==> config.mk <==
export PLATFORM = sky130hd
export DESIGN_NAME = dds_func_gen
export DESIGN_NICKNAME = d
export VERILOG_FILES = /design/src/rtl/func_gen_pkg.sv /design/src/rtl/dds_channel.sv /design/src/rtl/dds_func_gen.sv
export SDC_FILE = /design/constraint.sdc
export NUM_CORES = 1
export LEC_CHECK = 0
export ABC_AREA = 1
export BUFFER_PORTS_ARGS = -buffer_cell sky130_fd_sc_hd__clkbuf_2
export CELL_PAD_IN_SITES_DETAIL_PLACEMENT = 0
export CELL_PAD_IN_SITES_GLOBAL_PLACEMENT = 1
export CORE_ASPECT_RATIO = 0.75
export CORE_MARGIN = 5
export CORE_UTILIZATION = 41
export CTS_BUF_LIST = sky130_fd_sc_hd__clkbuf_16
export CTS_CLUSTER_SIZE = 40
export DETAILED_ROUTE_END_ITERATION = 16
export PLACE_DENSITY = 0.76
export SLEW_MARGIN = 20
export SYNTH_ARGS = -nofsm -noshare
export SYNTH_HDL_FRONTEND = slang
export SYNTH_SLANG_ARGS = --single-unit
==> constraint.sdc <==
create_clock -name clk -period 4.3 [get_ports clk]
set_clock_uncertainty 0.1 [all_clocks]
set_input_delay 0.645 -clock clk [delete_from_list [all_inputs] [get_ports clk]]
set_output_delay 0.645 -clock clk [all_outputs]
set_load 0.01 [all_outputs]
==> src/rtl/func_gen_pkg.sv <==
// Shared types and register map for the DDS function generator.
package func_gen_pkg;

  localparam int unsigned CFG_ADDR_W = 2;
  localparam int unsigned CFG_DATA_W = 32;

  typedef enum logic [2:0] {
    SINE     = 3'd0,
    TRIANGLE = 3'd1,
    SQUARE   = 3'd2,
    PWM      = 3'd3,
    SAW      = 3'd4
  } wave_mode_t;

  localparam logic [CFG_ADDR_W-1:0] REG_PHASE_INC = 2'd0;
  localparam logic [CFG_ADDR_W-1:0] REG_CTRL      = 2'd1;
  localparam logic [CFG_ADDR_W-1:0] REG_DUTY      = 2'd2;
  localparam logic [CFG_ADDR_W-1:0] REG_AMP       = 2'd3;

  typedef struct packed {
    logic [CFG_ADDR_W-1:0] addr;
    logic [CFG_DATA_W-1:0] data;
  } cfg_wr_t;

endpackage

==> src/rtl/dds_channel.sv <==
// One DDS channel: phase accumulator, shadow/active config, 3-stage sample
// pipeline and amplitude scaling.
module dds_channel
  import func_gen_pkg::*;
#(
  parameter int unsigned DATA_W  = 8,
  parameter int unsigned ADDR_W  = 10,
  parameter int unsigned PHASE_W = 32
) (
  input  logic              clk,
  input  logic              rst_n,
  input  logic              wr_en,
  input  cfg_wr_t           wr,
  output logic [ADDR_W:0]   rom_addr,
  input  logic [DATA_W-1:0] rom_data,
  output logic [DATA_W-1:0] wave_out,
  output logic              sync
);

  localparam int unsigned PROD_W = 2 * DATA_W + 1;

  logic [PHASE_W-1:0] phase, sh_inc, act_inc, nx_inc;
  logic [2:0]         sh_mode, act_mode, nx_mode;
  logic [DATA_W-1:0]  sh_duty, act_duty, nx_duty;
  logic [DATA_W-1:0]  sh_amp, act_amp, nx_amp;
  logic               en, en_nx, wrap_q, wrap_c;
  logic [PHASE_W:0]   sum_c;
  logic [DATA_W-1:0]  p_top_c, raw_c, raw2_c;
  logic               rom_sel_c;
  logic               s1_vld, s1_rom, s1_wrap, s2_vld, s2_rom, s2_wrap;
  logic [DATA_W-1:0]  s1_raw, s1_amp, s2_raw, s2_amp;
  logic [PROD_W-1:0]  prod_c;

  // Shadow contents as they will be after this edge's write (enable is direct)
  always_comb begin
    nx_inc  = sh_inc;
    nx_mode = sh_mode;
    nx_duty = sh_duty;
    nx_amp  = sh_amp;
    en_nx   = en;
    if (wr_en) begin
      case (wr.addr)
        REG_PHASE_INC: nx_inc = PHASE_W'(wr.data);
        REG_CTRL: begin
          nx_mode = wr.data[2:0];
          en_nx   = wr.data[3];
        end
        REG_DUTY: nx_duty = DATA_W'(wr.data);
        default:  nx_amp  = DATA_W'(wr.data);
      endcase
    end
  end

  assign sum_c   = PHASE_W'(phase) + (PHASE_W+1)'(act_inc) + (PHASE_W+1)'(0);
  assign wrap_c  = en & sum_c[PHASE_W];
  assign p_top_c = phase[PHASE_W-1 -: DATA_W];

  // Raw sample for the non-table modes; unknown modes fall through to SAW
  always_comb begin
    raw_c     = p_top_c;
    rom_sel_c = 1'b0;
    case (act_mode)
      SINE, TRIANGLE: begin
        raw_c     = '0;
        rom_sel_c = 1'b1;
      end
      SQUARE:  raw_c = phase[PHASE_W-1] ? '0 : '1;
      PWM:     raw_c = (p_top_c < act_duty) ? '1 : '0;
      default: raw_c = p_top_c;
    endcase
  end

  assign raw2_c = s2_rom ? rom_data : s2_raw;
  assign prod_c = PROD_W'(raw2_c) * (PROD_W'(s2_amp) + PROD_W'(1));

  always_ff @(posedge clk) begin
    if (!rst_n) begin
      sh_inc   <= '0;
      sh_mode  <= SINE;
      sh_duty  <= '0;
      sh_amp   <= '1;
      act_inc  <= '0;
      act_mode <= SINE;
      act_duty <= '0;
      act_amp  <= '1;
      en       <= 1'b0;
      phase    <= '0;
      wrap_q   <= 1'b0;
      s1_vld   <= 1'b0;
      s1_rom   <= 1'b0;
      s1_wrap  <= 1'b0;
      s1_raw   <= '0;
      s1_amp   <= '0;
      s2_vld   <= 1'b0;
      s2_rom   <= 1'b0;
      s2_wrap  <= 1'b0;
      s2_raw   <= '0;
      s2_amp   <= '0;
      rom_addr <= '0;
      wave_out <= '0;
      sync     <= 1'b0;
    end else begin
      sh_inc  <= nx_inc;
      sh_mode <= nx_mode;
      sh_duty <= nx_duty;
      sh_amp  <= nx_amp;
      en      <= en_nx;

      // Idle channels track the shadow live; running ones only at a wrap
      if (!en || act_inc == '0) begin
        act_inc  <= nx_inc;
        act_mode <= nx_mode;
        act_duty <= nx_duty;
        act_amp  <= nx_amp;
      end else if (wrap_c) begin
        act_inc  <= sh_inc;
        act_mode <= sh_mode;
        act_duty <= sh_duty;
        act_amp  <= sh_amp;
      end

      if (en && en_nx) begin
        phase  <= sum_c[PHASE_W-1:0];
        wrap_q <= wrap_c;
      end else begin
        phase  <= '0;
        wrap_q <= 1'b0;
      end

      if (!en_nx) begin
        s1_vld   <= 1'b0;
        s1_wrap  <= 1'b0;
        s2_vld   <= 1'b0;
        s2_wrap  <= 1'b0;
        rom_addr <= '0;
        wave_out <= '0;
        sync     <= 1'b0;
      end else begin
        s1_vld   <= en;
        s1_rom   <= rom_sel_c;
        s1_wrap  <= wrap_q;
        s1_raw   <= raw_c;
        s1_amp   <= act_amp;
        rom_addr <= en ? {act_mode == TRIANGLE, phase[PHASE_W-1 -: ADDR_W]} : '0;
        s2_vld   <= s1_vld;
        s2_rom   <= s1_rom;
        s2_wrap  <= s1_wrap;
        s2_raw   <= s1_raw;
        s2_amp   <= s1_amp;
        wave_out <= s2_vld ? DATA_W'(prod_c >> DATA_W) : '0;
        sync     <= s2_vld & s2_wrap;
      end
    end
  end

endmodule

==> src/rtl/dds_func_gen.sv <==
// Multi-channel DDS function generator: config handshake/decode and
// per-channel packing of the table and sample buses.
module dds_func_gen
  import func_gen_pkg::*;
#(
  parameter  int unsigned NUM_CH  = 2,
  parameter  int unsigned DATA_W  = 8,
  parameter  int unsigned ADDR_W  = 10,
  parameter  int unsigned PHASE_W = 32,
  localparam int unsigned CH_W    = (NUM_CH > 1) ? $clog2(NUM_CH) : 1
) (
  input  logic                          clk,
  input  logic                          rst_n,
  input  logic                          cfg_valid,
  output logic                          cfg_ready,
  input  logic [CH_W-1:0]               cfg_ch,
  input  logic [CFG_ADDR_W-1:0]         cfg_addr,
  input  logic [CFG_DATA_W-1:0]         cfg_data,
  output logic [NUM_CH*(ADDR_W+1)-1:0]  rom_addr,
  input  logic [NUM_CH*DATA_W-1:0]      rom_data,
  output logic [NUM_CH*DATA_W-1:0]      wave_out,
  output logic [NUM_CH-1:0]             sync
);

  cfg_wr_t wr;

  assign wr = '{addr: cfg_addr, data: cfg_data};

  // Ready comes up one edge after reset release and never drops
  always_ff @(posedge clk) begin
    if (!rst_n) cfg_ready <= 1'b0;
    else        cfg_ready <= 1'b1;
  end

  for (genvar i = 0; i < NUM_CH; i++) begin : g_ch
    logic wr_en;

    assign wr_en = cfg_valid && cfg_ready && (cfg_ch == CH_W'(i));

    dds_channel #(
      .DATA_W  (DATA_W),
      .ADDR_W  (ADDR_W),
      .PHASE_W (PHASE_W)
    ) u_ch (
      .clk      (clk),
      .rst_n    (rst_n),
      .wr_en    (wr_en),
      .wr       (wr),
      .rom_addr (rom_addr[i*(ADDR_W+1) +: (ADDR_W+1)]),
      .rom_data (rom_data[i*DATA_W +: DATA_W]),
      .wave_out (wave_out[i*DATA_W +: DATA_W]),
      .sync     (sync[i])
    );
  end

endmodule

### Yosys cells after proc, flatten, opt, wreduce, memory -nomap -nowiden

Cells that the tools add are included.

* output and inout port bits: 41
* word-level logic and storage cells: 144
* register bits after elaboration: 389

* order comparisons: 2
* reductions and logical operators: 27
* multipliers: 2
* equality and inequality tests: 8
* muxes and demuxes: 47
* add/subtract/negate cells: 4
* bitwise operators: 5

Operators with widths (count)
* 32-bit 2-to-1 mux: 8
* 8-bit 2-to-1 mux: 22
* 32-bit by 32-bit adder with 33-bit output: 2
* 32-bit zero test: 2
* 8-bit one-hot mux with 3 select lines: 2
* 8-bit by 17-bit multiplier with 16-bit output: 2
* 3-bit 2-to-1 mux: 8
* 8-bit by 1-bit adder with 9-bit output (second input constant): 2
* 8-bit less-than comparator: 2
* 3-bit by 2-bit == test with 1-bit output (second input constant): 4
* 3-bit AND reduction: 4
* 2-bit AND reduction: 4
* 1-bit 2-to-1 mux: 7
* 3-bit by 1-bit == test with 1-bit output (second input constant): 2
* 3-bit zero test: 2
* 1-bit logical AND: 5
* 1-bit bitwise AND: 4
* 2-bit nonzero test: 2
* 2-bit OR reduction: 2
* 3-bit OR reduction: 1
* 2-bit by 1-bit == test with 1-bit output (second input constant): 1
* 2-bit == test (second input constant): 1
* 1-bit zero test: 2
* 2-bit zero test: 1
* other kinds (2): 3

### Depth between registers and ports, before layout

Gate-level depths: netlist (run 1).

* depth after elaboration: 5
* depth in mapped cells: 26
* depth with buffers taken out: 25

### Modules after synthesis

A second synthesis (run 1) with hierarchy kept.

* cells, all modules: 3412
* area total of the unflattened synthesis: 23685.2 µm²

Modules (own cells, without submodules)
* dds_channel at g_ch[0].u_ch: times used 1, area each 11852.6 µm², cells an instance 1706
* dds_channel at g_ch[1].u_ch: times used 1, area each 11797.6 µm², cells an instance 1701
* dds_func_gen: times used 1, area each 35.0 µm², cells an instance 5

### Worst setup path before layout (run 1)

OpenSTA, ideal clock, no wires.

* path kind: reg2reg
* from: register g_ch[0].u_ch.s2_amp[0]
* to: register g_ch[0].u_ch.wave_out[4]
* setup slack: -390 ps
* period minus slack after synthesis: 4690 ps
* cell stages (with the launch flop): 20
* arrival: 4475 ps
* data required time: 4085 ps
* library setup time: 115 ps
* cells stage by stage: dfxtp_1 buf_2 nand3_1 nor2_1 nand3_1 nor2_1 xor2_1 nor2_1 fa_1 fa_1 fa_1 inv_1 fa_1 inv_1 ha_1 nand2_1 nor4_1 nand4_1 a21oi_1 nor2_1

* word-level cells in the longest chain between the ends: 2

RTL lines
* from (decl): RTL line dds_channel.sv:31 `logic [DATA_W-1:0] s1_raw, s1_amp, s2_raw, s2_amp;`
* from (signal assigned): RTL line dds_channel.sv:149 `s2_amp <= s1_amp;`
* 8-bit by 1-bit adder with 9-bit output: RTL line dds_channel.sv:74 `assign prod_c = PROD_W'(raw2_c) * (PROD_W'(s2_amp) + PROD_W'(1));`
* 8-bit by 17-bit multiplier with 16-bit output: RTL line dds_channel.sv:74
* to (signal assigned): RTL line dds_channel.sv:150 `wave_out <= s2_vld ? DATA_W'(prod_c >> DATA_W) : '0;`
* to (decl): RTL line dds_channel.sv:16 `output logic [DATA_W-1:0] wave_out,`

Every way passes these cells.
A chain may end at the register's enable or synchronous reset.

### Worst setup path after layout (run 1)

* from: register g_ch[0].u_ch.s2_amp[1]
* to: register g_ch[0].u_ch.wave_out[4]

The elaborated chain is that of the path after synthesis.

==> results.md, run 1 <==
* Tmin final at about 4500 ps
* Synth cell types at 44
* Max Fclk at 221.7 MHz
* Status: complete, but fails checks
* Max Root-Sink Buffers at 3
* Hold-fix buffers, CTS at 0
* Clk_lat worst skew at 580 ps
* Diode count at 0
* Predominant post-synthesis flop cell: dfxtp_1
* Final Hold Slack at 308.8 ps
* Tcrit/Tclk final at 104.9%
* EDFF count, synth at 0
* Row count at 79
* RSZ-0062 raised after global routing: yes
* Area Growth Syn to Fin at 16.89%
* Compound-Gate Fraction of Synth Area at about 9.2%
* Largest area contributor in the netlist: dfxtp_1
* Post-placement cell count at ~5000
* Flop2flop setup slack at -210 ps
* CTS tree: built
* Drc violations at 0
* Leak at ~15 nW
* Combinational group share of total power at a little over a tenth
* Largest cells by area after synthesis: dfxtp_1, nand2_1, inv_1
* Yosys warns at 0
* Clk sinks at 389
* Switching Share at 26.40%
* Max VDD drop at between 0.2 and 0.25 mV
* Initial antenna violation count at 0
* Sequential-to-total area share from yosys stat at between 30% and 40%
* Seq pwr share at between 40 and 50%
* GP Congestion at approximately 0.91
* Crit path DAT at between 4000 and 5000 ps
* Largest net degree at the start of global routing at 83
* Number of buffers created by CTS at 44
* Crit. End Element: register
* Synthesized area at 25800 µm²
* Max Slew Vio Count at 0
* Most numerous cell in the Yosys netlist: nand2_1
* Wire per inst at 14.23 µm
* Post-Synth Adder-Cell Area at a little over an eighth
* Vias in the first global route at 22668
* Worst setup margin at -210.1 ps
* Input/output buffers at 94
* Fillcell total at about 6500
* Ys async rst share at 0%
* Avg Vias per Cell at 4.821
* Least-Margin Pin Slew at 899.6 ps
* Clock transition at path regs at around 60 ps
* Avg Inst Size Synth at roughly 6.4 µm²
* Synthesized Nets at 4314
* Simple-Gate Fraction of Synth Area at between 30% and 40%
* Post-synthesis mux area share at 0%
* First-pass GRT wire length at 117800 µm
* Main combinational cell family by area after synthesis: simple AND/OR/NAND/NOR gates
* Post-synth top cells: nand2_1, inv_1, nor2_1, dfxtp_1, nand3_1
* Max-cap viol count at 0
* Req. time, crit path at 4660 ps
* Switching power at between 2 and 2.5 mW
* Synth Register Bits at 389
* Post-Layout Cell Count at slightly above 5000
* Max-slew headroom at roughly two fifths
* Mapped Cells at ~4000
* Initial Util at approximately 42%
* Die footprint at a little under 70000 µm²
* Core ar. at between 60000 and 70000 µm²
* Worst hold path class: register to register
* P_int at between 6 and 7 mW
* # nets final at 4468
* Post-synthesis xor/xnor area fraction at less than 1%
* Chip height at between 200 and 250 µm
* Share of the synthesized area in the top cell type at between 30% and 40%
* Worst-path maximum fanout at 4
* Final setup viols at 12
* PnR Total Power at 8.384 mW
* Hold Fails Final Rpt at 0
* Pwr/cell area at roughly 280 nW/µm²
* Failing checks: negative setup slack
* WL final at roughly 72000 µm
* Root Buffer Master: clkbuf_16
* Worst Setup Path Type: register to register
* Iter 0 DRT Violations at approximately 1600
* Top Ports at 95
* DRT antenna net count at 0
* TritonRoute pass-1 iters at 5
* Grt total ovfl at 0
* Layout cells sized above 1 at 12.51%
* Clock Power Share at roughly 45%
* H-tree depth at 2
* Crit start category: register
* Vias at roughly 24000
* GRT Total Usage at 20.80%
* Die W at approximately 300 µm
* DP HPWL at roughly 53000 µm
-- worst max-delay path, cell delays in order, from the launching register on --
cell and delay [ps]:
dfxtp_4 370, buf_6 100, nand3_4 70, nor2_4 140, nand3_4 120, nor2_4 140
xor2_4 230, nor2_2 60, fa_1 500, fa_2 470, fa_1 520, inv_1 50
fa_1 500, inv_2 50, ha_4 290, nand2_4 70, nor4_4 240, nand4_1 190
a21oi_2 170, nor2_1 50
-- state kept, by name, summed over array words and instances (netlist names), 6 cells and up --
register	count
g_ch.u_ch.act_amp	16
g_ch.u_ch.act_duty	16
g_ch.u_ch.act_inc	64
g_ch.u_ch.act_mode	6
g_ch.u_ch.phase	64
g_ch.u_ch.rom_addr	22
g_ch.u_ch.s1_amp	16
g_ch.u_ch.s1_raw	16
g_ch.u_ch.s2_amp	16
g_ch.u_ch.s2_raw	16
g_ch.u_ch.sh_amp	16
g_ch.u_ch.sh_duty	16
g_ch.u_ch.sh_inc	64
g_ch.u_ch.sh_mode	6
g_ch.u_ch.wave_out	16
-- cell usage in the layout (no fill, tap or decap), types with 5 or more instances in the layout --
master / synthesis / routed
xor2_1: 14 / 8
fa_1: 82 / 77
dfxtp_4: 0 / 5
clkinv_2: 0 / 6
buf_4: 9 / 150
inv_1: 731 / 720
nand4_1: 117 / 117
nand3_4: 2 / 6
or2_2: 27 / 26
a21oi_2: 0 / 8
ha_1: 144 / 128
nand2_1: 1066 / 1039
o21ai_1: 33 / 37
nand3_1: 190 / 182
a21oi_1: 180 / 165
nand2_4: 2 / 13
nor2_2: 1 / 14
clkbuf_2: 0 / 93
a21oi_4: 2 / 9
o21ai_2: 4 / 7
fa_2: 0 / 5
clkinv_1: 2 / 12
bufinv_16: 0 / 5
inv_2: 13 / 36
o21ai_0: 177 / 163
nor2_1: 612 / 585
nand2_2: 3 / 18
o22ai_1: 16 / 16
o21bai_1: 21 / 20
nor2_4: 4 / 18
o21ai_4: 0 / 7
nor3_1: 21 / 18
ha_4: 0 / 16
clkbuf_16: 0 / 45
buf_6: 10 / 12
a21o_1: 6 / 6
dfxtp_1: 389 / 381
-- cell type report --
class                           instances  area (µm²)  area share [%]
Tap cell                              810        1013           3.360
Multi-Input combinational cell       2750       15380           50.99
Timing Repair Buffer                  256        1747           5.791
Clock buffer                           45        1126           3.733
Inverter                              747        2809           9.313
Clock inverter                         35       277.8          0.9209
Sequential cell                       389        7810           25.89
-- stage by stage --
stage | util [%] | cell area [µm²] | TNS [ps] | worst slack (ps)
floorplan | - | 26040 | -336.0 | -85.81
global placement | 44.96 | 27960 | -3920 | -358.1
detailed placement | 44.96 | 27960 | -4594 | -439.5
CTS | 47.80 | 29720 | -1030 | -159.6
global route | 48.51 | 30160 | -4363 | -397.3
finish | 48.51 | 30160 | -1505 | -210.1
-- worst paths after layout --
| check | startpoint | endpoint | cells past startpoint |
|---|---|---|---|
| worst min-delay path | g_ch[1].u_ch.s1_wrap | g_ch[1].u_ch.s2_wrap | 2 |
| worst max register to register | g_ch[0].u_ch.s2_amp[1] | g_ch[0].u_ch.wave_out[4] | 19 |
| worst min register to register | g_ch[1].u_ch.s1_wrap | g_ch[1].u_ch.s2_wrap | 2 |
| worst max-delay path | g_ch[0].u_ch.s2_amp[1] | g_ch[0].u_ch.wave_out[4] | 19 |
-- layer usage --
layer	wire (µm)	global-route usage (%)
met1	38690	32.78
met2	28530	30.17
met4	935	3.625
met5	0	0
met3	3440	3.251
-- power by group through the flow --
stage,Combinational [mW],Sequential (mW),Clock (mW)
3_5_place_dp,0.874,3.80,0
6_report,0.920,3.72,3.75
5_1_grt,1.04,3.72,4.02
3_3_place_gp,0.877,3.80,0
4_1_cts,0.904,3.72,3.88
2_1_floorplan,0.568,3.78,0
-- kinds of logic after synthesis --
group / Yosys count
compound gates: 447
xor+xnor: 17
fa+ha+maj: 226
buf+inv: 895
flops: 389
simple gates: 2060
-- repair_timing --
action / in CTS / in global routing
buffers inserted: 6 / 9
pin swaps: 48 / 36
gates resized for setup: 72 / 100
setup endpoints to repair: 16 / 16
Note: power is estimated with default switching activity, not from simulation.
==> inputs of run 2 (changes only) <==
--- a/config.mk
+++ b/config.mk
@@ -7,15 +7,13 @@
 export LEC_CHECK = 0
 export ABC_AREA = 1
 export BUFFER_PORTS_ARGS = -buffer_cell sky130_fd_sc_hd__clkbuf_2
-export CELL_PAD_IN_SITES_DETAIL_PLACEMENT = 0
-export CELL_PAD_IN_SITES_GLOBAL_PLACEMENT = 1
 export CORE_ASPECT_RATIO = 0.75
 export CORE_MARGIN = 5
-export CORE_UTILIZATION = 41
+export CORE_UTILIZATION = 50
 export CTS_BUF_LIST = sky130_fd_sc_hd__clkbuf_16
 export CTS_CLUSTER_SIZE = 40
 export DETAILED_ROUTE_END_ITERATION = 16
-export PLACE_DENSITY = 0.76
+export PLACE_DENSITY = 0.67
 export SLEW_MARGIN = 20
 export SYNTH_ARGS = -nofsm -noshare
 export SYNTH_HDL_FRONTEND = slang
==> constraint.sdc (replaced) <==
create_clock -name clk -period 4.3 [get_ports clk]
set_clock_uncertainty 0.1 [all_clocks]
set_input_delay 0.43 -clock clk [delete_from_list [all_inputs] [get_ports clk]]
set_output_delay 0.43 -clock clk [all_outputs]
set_load 0.005 [all_outputs]
==> run 2 against run 1 <==
Compared with the run above: sequential power is essentially flat; sequential share of layout area grew 0.50 points; combinational power shrank 3.2%; power shrank 0.19%; largest power group unchanged; register-to-register slack gained 90 ps; final cell count shrank 3.5%; the run still ends with negative setup slack left; via count grew 1.4%; global-route usage grew 3.1 points; largest cell class unchanged.
==> results.md, run 2 (synthesis gave the netlist of run 1 again) <==
* Status: complete, but fails checks
* Failing checks: negative setup slack
* DRT met1 WL at 34300 µm
* Final setup viols at 8
* Die W at 272.3 µm
* Buf+Inv Stages, Crit Path at 4
* Area of the multi-input gates at ~15000 µm²
* Top Ports at 95
* Switching power at between 2 and 2.5 mW
* Max Fclk at ~230 MHz
* Crit path DAT at around 4800 ps
* Row count at 72
* Post-placement cell count at between 4000 and 5000
* Max-slew headroom at a little over 30%
* Diode count at 0
* Max-cap viol count at 0
* DRT antenna net count at 0
* Worst path depth at 20
* Reg area at ~8000 µm²
* Grt total ovfl at 0
* Iter 0 DRT Violations at approximately 1800
* Initial antenna violation count at 0
* GRT Total Usage at approximately a quarter
* Routed met2 length at approximately 29000 µm
* Combinational group share of total power at between 10% and 20%
* Clock transition at path regs at roughly 60 ps
* RSZ-0062 raised after global routing: yes
* Tmin final at between 4000 and 5000 ps
* Die footprint at 56300 µm²
* Req. time, crit path at roughly 4700 ps
* Crit-path slowest cell: fa_1
* Clk_lat worst skew at ~570 ps
* GP Congestion at about 0.95
* Clock Power Share at between 40 and 50%
* Top Registers: g_ch.u_ch.act_inc x64, g_ch.u_ch.phase x64, g_ch.u_ch.sh_inc x64
* Worst hold path class: primary input to register
* Seq pwr share at ~44%
* Most frequent cells in the layout: nand2_1, inv_1, nor2_1
* Max incr delay on CP at between 500 and 600 ps
* Post-Layout Cell Count at approximately 4900
* Post-Route Utilization at approximately 58%
* Vias at 24593
* Chip height at slightly above 200 µm
* Largest net degree at the start of global routing at 85
* Worst-path maximum fanout at 5
* R2r worst-path depth at 20
* Max Root-Sink Buffers at 3
* Pwr/cell area at around 280 nW/µm²
* WL final at 68000 µm
* Switching Share at about a quarter
* Max Slew Vio Count at 0
* Worst Setup Path Type: register to register
* Area Growth Syn to Fin at 14.74%
* Fillcell total at between 5000 and 6000
* Commonest non-fill, non-tap cell in the layout: nand2_1
* Crit start category: register
* Least-Margin Pin Slew at 1039 ps
* Drc violations at 0
* # nets final at roughly 4400
* Top sig layer: met4
* Avg Vias per Cell at just over 5
* CTS tree: built
* P_int at approximately 6 mW
* Crit path max-delay family: adder cells
* Worst slack, placed at -313.8 ps
* H-tree depth at 2
* Crit. End Element: register
* Vias in the first global route at approximately 23000
* WL met3 at roughly 4300 µm
* PnR Total Power at between 8 and 9 mW
* Number of buffers created by CTS at 42
* Tcrit/Tclk final at 102.9%
* TritonRoute pass-1 iters at 5
* Final Hold Slack at approximately 110 ps
* Max VDD drop at ~0.27 mV
* Critical Path, Cell by Cell: ha_4, nand3_4, inv_2, nand3_2, xor2_2, inv_2, nor2_4, fa_1, fa_1, fa_1, inv_2, fa_1, inv_2, ha_4, a21oi_4, o21ai_2, a21oi_2, nand3_1, nand2_1, nor2_1
* Core ar. at 51350 µm²
* Post-DP Area at between 20000 and 30000 µm²
* First-pass GRT wire length at ~110000 µm
* DP HPWL at around 50000 µm
* TNS Setup at -496.3 ps
* Layout cells sized above 1 at 12.01%
* Worst setup margin at -122.9 ps
* Input/output buffers at between 90 and 100
* Hold Fails Final Rpt at 0
* Leak at about 14 nW
* Wire per inst at around 14 µm
* Clk sinks at about 390
* WHS Path Cells at 3
* Initial Util at between 50% and 60%
* Root Buffer Master: clkbuf_16
* Fin area at 29610 µm²
run 2: cell count changes in the layout (fill, tap and decap cells not counted), sizes merged:
cell      delta
clkinvlp     +4
clkinv       -4
inv          -5
buf         -29
run 2: what timing repair did:
action / 4_1_cts / 5_1_grt
endpoints found under the setup margin: 16 / 16
setup buffers: 11 / 4
pin swaps: 47 / 41
hold buffers: 0 / 0
resized for setup: 75 / 89
run 2: tightest hold or removal path, delay by kind of cell:
family | cells | cell delay [ps]
buffers and inverters | 1 | 170
AOI/OAI and AO/OA | 2 | 120
run 2: final cells by class:
type	instances	share of cell area, %
flip-flops and latches	389	26.39
repair buffers	227	5.008
inverters	747	9.496
well taps	666	2.815
multi-input cells	2750	51.55
clock buffers	45	3.804
clock inverters	30	0.9424
run 2: power groups by stage:
stage	logic [mW]	registers [mW]	clock network, mW
after global routing	0.999	3.72	4.00
final	0.891	3.72	3.76
after CTS	0.865	3.72	3.85
after floorplan	0.565	3.78	0
after global placement	0.837	3.80	0
after detailed placement	0.839	3.80	0
run 2: final timing paths:
check | slack, ps | end | from
min reg2reg | 300 | g_ch[1].u_ch.s2_vld | g_ch[1].u_ch.s1_vld
max reg2reg | -120 | g_ch[0].u_ch.wave_out[5] | g_ch[0].u_ch.s2_amp[1]
max | -120 | g_ch[0].u_ch.wave_out[5] | g_ch[0].u_ch.s2_amp[1]
min | 110 | g_ch[0].u_ch.s2_raw[2] | rst_n
run 2: metal layers:
metal | GRT usage (%) | vias up
li1 | - | 12649
met1 | 36.63 | 11277
met2 | 36.56 | 603
met3 | 3.085 | 64
met4 | 4.271 | 0
met5 | 0 | -
